$ cat src/rtl/seg_display_mux.sv
// -----------------------------------------------------------------------------
// seg_display_mux
//
// Purpose:
//   Time-multiplexes the four BCD digits of the stopwatch (min1 min0 : sec1 sec0)
//   onto a common-anode 4-digit seven-segment display. While adjust mode is on,
//   the digit pair being adjusted blinks. Every output is registered so the
//   block can drive board pins directly.
//
// Parameters:
//   REFRESH_DIV  clock cycles each digit stays lit (>= 2)
//   BLINK_DIV    clock cycles per blink half-period (>= 2)
//
// Ports:
//   clk        in   system clock, all state changes on posedge
//   reset      in   asynchronous, active-high reset
//   min1       in   [3:0] tens-of-minutes BCD digit
//   min0       in   [3:0] units-of-minutes BCD digit
//   sec1       in   [3:0] tens-of-seconds BCD digit
//   sec0       in   [3:0] units-of-seconds BCD digit
//   adjust_en  in   1 = adjust mode, selected pair blinks
//   select     in   adjust target: 0 = minutes (an[3:2]), 1 = seconds (an[1:0])
//   an         out  [3:0] digit enables, active-low, an[0] = rightmost (sec0)
//   seg        out  [6:0] segments {g,f,e,d,c,b,a}, active-low
//   dp         out  decimal point, active-low, held off
// -----------------------------------------------------------------------------
module seg_display_mux #(
  parameter int REFRESH_DIV = 100000,
  parameter int BLINK_DIV   = 25000000
) (
  input  logic       clk,
  input  logic       reset,
  input  logic [3:0] min1,
  input  logic [3:0] min0,
  input  logic [3:0] sec1,
  input  logic [3:0] sec0,
  input  logic       adjust_en,
  input  logic       select,
  output logic [3:0] an,
  output logic [6:0] seg,
  output logic       dp
);

  localparam int RW = $clog2(REFRESH_DIV);
  localparam int BW = $clog2(BLINK_DIV);

  localparam logic [RW-1:0] REFRESH_MAX = RW'(REFRESH_DIV - 1);
  localparam logic [BW-1:0] BLINK_MAX   = BW'(BLINK_DIV - 1);

  // BCD to active-low {g,f,e,d,c,b,a}; non-decimal codes blank the digit.
  function automatic logic [6:0] decode(input logic [3:0] bcd);
    case (bcd)
      4'd0:    decode = 7'b1000000;
      4'd1:    decode = 7'b1111001;
      4'd2:    decode = 7'b0100100;
      4'd3:    decode = 7'b0110000;
      4'd4:    decode = 7'b0011001;
      4'd5:    decode = 7'b0010010;
      4'd6:    decode = 7'b0000010;
      4'd7:    decode = 7'b1111000;
      4'd8:    decode = 7'b0000000;
      4'd9:    decode = 7'b0010000;
      default: decode = 7'b1111111;
    endcase
  endfunction

  logic [RW-1:0] refresh_cnt_q, refresh_cnt_d;
  logic [1:0]    idx_q,         idx_d;
  logic [BW-1:0] blink_cnt_q,   blink_cnt_d;
  logic          blink_phase_q, blink_phase_d;
  logic [3:0]    an_q,          an_d;
  logic [6:0]    seg_q,         seg_d;
  logic          dp_q;

  logic [3:0]    digit;
  logic          in_pair;
  logic          blank;

  // Scan timing: idx steps on the last cycle of each refresh slot.
  // NOTE: every signal assigned in an always_comb gets a default at the top so
  // no path leaves it unassigned, which would otherwise infer a latch.
  always_comb begin
    refresh_cnt_d = refresh_cnt_q + 1'b1;
    idx_d         = idx_q;
    if (refresh_cnt_q == REFRESH_MAX) begin
      refresh_cnt_d = '0;
      idx_d         = idx_q + 2'd1;
    end
  end

  // Blink timing: held cleared outside adjust mode so entering it always
  // starts with a full visible half-period.
  always_comb begin
    blink_cnt_d   = '0;
    blink_phase_d = 1'b0;
    if (adjust_en) begin
      blink_cnt_d   = blink_cnt_q + 1'b1;
      blink_phase_d = blink_phase_q;
      if (blink_cnt_q == BLINK_MAX) begin
        blink_cnt_d   = '0;
        blink_phase_d = ~blink_phase_q;
      end
    end
  end

  // Output path: digit select, decode and blanking, loaded every clock.
  always_comb begin
    case (idx_q)
      2'd0:    digit = sec0;
      2'd1:    digit = sec1;
      2'd2:    digit = min0;
      default: digit = min1;
    endcase

    // idx[1] is 0 for the seconds pair and 1 for the minutes pair; select
    // uses the opposite encoding, so the pair matches when they differ.
    in_pair = idx_q[1] ^ select;
    blank   = adjust_en & blink_phase_q & in_pair;

    an_d  = blank ? 4'b1111 : ~(4'b0001 << idx_q);
    seg_d = decode(digit);
  end

  // NOTE: sequential state is updated with non-blocking assignments so every
  // register samples the pre-edge values, independent of statement order.
  always_ff @(posedge clk or posedge reset) begin
    if (reset) begin
      refresh_cnt_q <= '0;
      idx_q         <= 2'd0;
      blink_cnt_q   <= '0;
      blink_phase_q <= 1'b0;
      an_q          <= 4'b1111;
      seg_q         <= 7'b1111111;
      dp_q          <= 1'b1;
    end else begin
      refresh_cnt_q <= refresh_cnt_d;
      idx_q         <= idx_d;
      blink_cnt_q   <= blink_cnt_d;
      blink_phase_q <= blink_phase_d;
      an_q          <= an_d;
      seg_q         <= seg_d;
      dp_q          <= 1'b1;
    end
  end

  assign an  = an_q;
  assign seg = seg_q;
  assign dp  = dp_q;

endmodule

$ cat config.mk
export PLATFORM = sky130hd
export DESIGN_NAME = seg_display_mux
export DESIGN_NICKNAME = d
export VERILOG_FILES = /design/src/rtl/seg_display_mux.sv
export SDC_FILE = /design/constraint.sdc
export NUM_CORES = 1
export LEC_CHECK = 0
export BUFFER_PORTS_ARGS = -buffer_cell sky130_fd_sc_hd__buf_2
export CELL_PAD_IN_SITES_DETAIL_PLACEMENT = 2
export CELL_PAD_IN_SITES_GLOBAL_PLACEMENT = 2
export CORE_ASPECT_RATIO = 0.5
export CORE_MARGIN = 3
export CORE_UTILIZATION = 38
export CTS_CLUSTER_SIZE = 10
export DETAILED_ROUTE_END_ITERATION = 16
export PLACE_DENSITY_LB_ADDON = 0.2
export SYNTH_ARGS = -nofsm -noshare
export SYNTH_HDL_FRONTEND = slang
export SYNTH_SLANG_ARGS = --single-unit
$ cat constraint.sdc
create_clock -name clk -period 2.7 [get_ports clk]
set_clock_uncertainty 0.05 [all_clocks]
set_input_delay 0.27 -clock clk [delete_from_list [all_inputs] [get_ports clk]]
set_output_delay 0.27 -clock clk [all_outputs]
set_load 0.02 [all_outputs]
==> impl_metrics.toml <==
[grt]
grt_max_degree = 48
grt_pass1_wl_microns = 13300
antenna_found_initial = 0
track_usage_pct = 19.8
grt_pass1_vias = 2627
grt-ovfl-total = 0

[yosys]
synthArstFlopShare_pct = 100
synth_area_sq_mm = 0.00287
synthAdderAreaFrac_pct = 4.36
yosys.area.top_type_share_pct = 39.2
yosysUniqueCellTypes = 45
synth_top_family_by_area = "simple AND/OR/NAND/NOR gates"
ys.flop_type = "dfrtp_1"
synthSimpleGateAreaFrac_pct = 23.2
muxShareOfSynthArea_pct = 3.27
ys_warn_count = 0
synth_compound_area_share_pct = 8.11
syn_inst = 278
ys_seq_area_share_pct = 49.3
synth_area_leaders = "dfrtp_1 (39%), dfstp_2 (10%), xnor2_1 (4.6%), ha_1 (4.4%), xor2_1 (4.0%)"
ys_ff_latch = 56
synth_xor_area_share_pct = 8.55
synth_top_area_cell = "dfrtp_1"
postSynthAreaPerCell_sq_um = 10.3
synth_nets = 308
synth-edff-count = 0

[timing]
finalMaxSlewViolations = 0
final.setup.tns_ns = 0
rsz0062_at_grt = "false"
setup_viol = 0
relSlewSlack_pct = 33.6
min_period_over_period_pct = 89.5
max_freq_mhz = 414
tightest_slew_ns = 0.995
hold_viol = 0
period_needed_ns = 2.42

[setup_path]
cp_cell_sequence = "inv_1, ha_1, a222oi_1, mux2i_1, o21ai_0, o21ai_0"
cp.required_ns = 2.85
crit_arrival_ns = 2.57
path_max_fanout = 6
critPathMaxStageDelay_ns = 0.51
reg2reg_from = "idx_q[1]$_DFFE_PP0N_"
endpoint_kind = "register"
cpMostUsedCell = "o21ai_0"
crit_path_end = "seg[1]$_DFF_PP1_"
setup.worst_path.start_class = "register"
ff2ff_path_depth = 6
worstReg2RegEnd = "seg[1]$_DFF_PP1_"
r2r_setup_slack_ns = 0.28
critical_path_class = "reg -> reg"
crit_slowest_cell = "a222oi_1"
startpoint = "idx_q[1]$_DFFE_PP0N_"

[floorplan]
die_h_microns = 67.4
die_x_microns = 129
die_area_sq_mm = 0.00869
num_rows = 21
start_util_pct = 41.0
coreArea_sq_mm = 0.00699
io_pins = 32

[routing]
wl_microns = 7880
via_per_inst = 5.55
postRouteAntennaNets = 0
routedWlPerCell_microns = 19.3
vias = 2269
drc = 0
drt_iter0_drc = 149
drtPass1Iterations = 4

[clocking]
clkTransAtPathRegs_ns = 0.07
htree_levels = 2
cts_resized = 0
cts_setup_buffers = 0
cts_made_buffers = 5
cts_tree = "yes"
cts_sinks = 56
clk_path_buf_depth = 2
hold_buffers = 0
cts-root-buf = "clkbuf_16"
clk_latency_ns = 0.29

[worst_hold_path]
hold_path_class = "in -> async"

[finish]
mostFrequentLayoutCells = "dfrtp_1 (45), buf_2 (30), nor2_1 (25)"
area_growth_pct = 15.6
layout.cells.most_common = "dfrtp_1"
nets = 346
drive_above_1_share_pct = 20.2
antenna_cells = 0
stdcell_count = 409

[place]
place_congestion = 0.773
dp.cells = 401
hpwl_microns = 5360
io_buffers = 30

[run]
drv_cap = 0

[status]
status = "finished, final reports clean"

[pwr]
p_leak_nw = 1.45
power_mw = 1.75
max-vdd-ir-drop_v = 0.000235
powerDensity_mw_per_mm2 = 526
-- Yosys cell counts (3+ instances only) --
| cell type | number |
|---|---|
| nor3_1 | 6 |
| xor2_1 | 13 |
| dfrtp_1 | 45 |
| and3_1 | 4 |
| dfstp_2 | 11 |
| nand4_1 | 13 |
| a222oi_1 | 4 |
| a21oi_1 | 15 |
| mux2i_1 | 6 |
| nand3_1 | 11 |
| ha_1 | 10 |
| nor2_1 | 25 |
| inv_1 | 13 |
| and4_1 | 6 |
| o21ai_0 | 11 |
| or3_1 | 10 |
| nand2_1 | 22 |
| or4_1 | 6 |
| mux2_2 | 3 |
| xnor2_1 | 15 |
-- worst min-delay path by stage --
stage | from | slack, ns | cells past startpoint | to
6_report | reset | 0.16 | 2 | idx_q[0]$_DFFE_PP0N_
5_1_grt | adjust_en | 0.20 | 2 | blink_phase_q$_DFFE_PP0P_
4_1_cts | reset | 0.20 | 2 | idx_q[0]$_DFFE_PP0N_
3_5_place_dp | refresh_cnt_q[15]$_DFF_PP0_ | 0.44 | 1 | refresh_cnt_q[15]$_DFF_PP0_
3_3_place_gp | refresh_cnt_q[0]$_DFF_PP0_ | 0.43 | 1 | refresh_cnt_q[0]$_DFF_PP0_
2_1_floorplan | adjust_en | 0.37 | 1 | blink_phase_q$_DFFE_PP0P_
-- routing by layer --
layer / vias up / part of all wire (%) / global-route usage (%)
met5: - / 0 / 0
met4: 0 / 1.1 / 4.32
met3: 10 / 2.0 / 4.11
met2: 23 / 52 / 38.5
met1: 1163 / 45 / 22.8
li1: 1073 / - / -
-- power by group --
group          total (mW)  leakage, nW  internal [mW]  switching [mW]
sequential          0.865        0.727          0.858         0.00734
combinational       0.109        0.638         0.0363          0.0725
clock               0.772       0.0871          0.465           0.306
-- metrics by stage --
step | area (sq um) | utilization (%) | hold WS [ns] | setup WS [ns]
after floorplan | 2870 | - | 0.373 | 0.592
after global placement | 3140 | 44.9 | 0.427 | 0.540
after detailed placement | 3140 | 44.9 | 0.444 | 0.332
after CTS | 3320 | 47.4 | 0.197 | 0.285
after global routing | 3320 | 47.4 | 0.198 | 0.0535
final | 3320 | 47.4 | 0.155 | 0.283
-- flip-flops by register name, indices dropped and copies added (netlist names) --
signal         cells
refresh_cnt_q     17
blink_cnt_q       25
an                 4
idx_q              2
seg                7
blink_phase_q      1
-- layout make-up --
class                   count  area (sq um)
fillers                   746          3670
flip-flops and latches     56          1420
multi-input cells         204          1370
repair buffers             35           188
clock buffers               6           139
well taps                  92           115
inverters                  14          52.6
clock inverters             2          38.8
-- critical path: cells and delay by family (launching register included) --
kind	cells	cell delay [ns]
multiplexers	1	0.32
adder cells (fa/ha/maj)	1	0.27
flip-flops	1	0.47
buffers and inverters	1	0.11
AO/OA/AOI/OAI	3	1.10
-- cells by family after synthesis --
logic type	Yosys count
xor gates and xnor gates	28
buffers and inverters	18
AOI/OAI and AO/OA	38
and+or+nand+nor	118
adders and majority gates	10
DFF	56
muxes	9
other	1
Power figures use the tool's default switching activity.
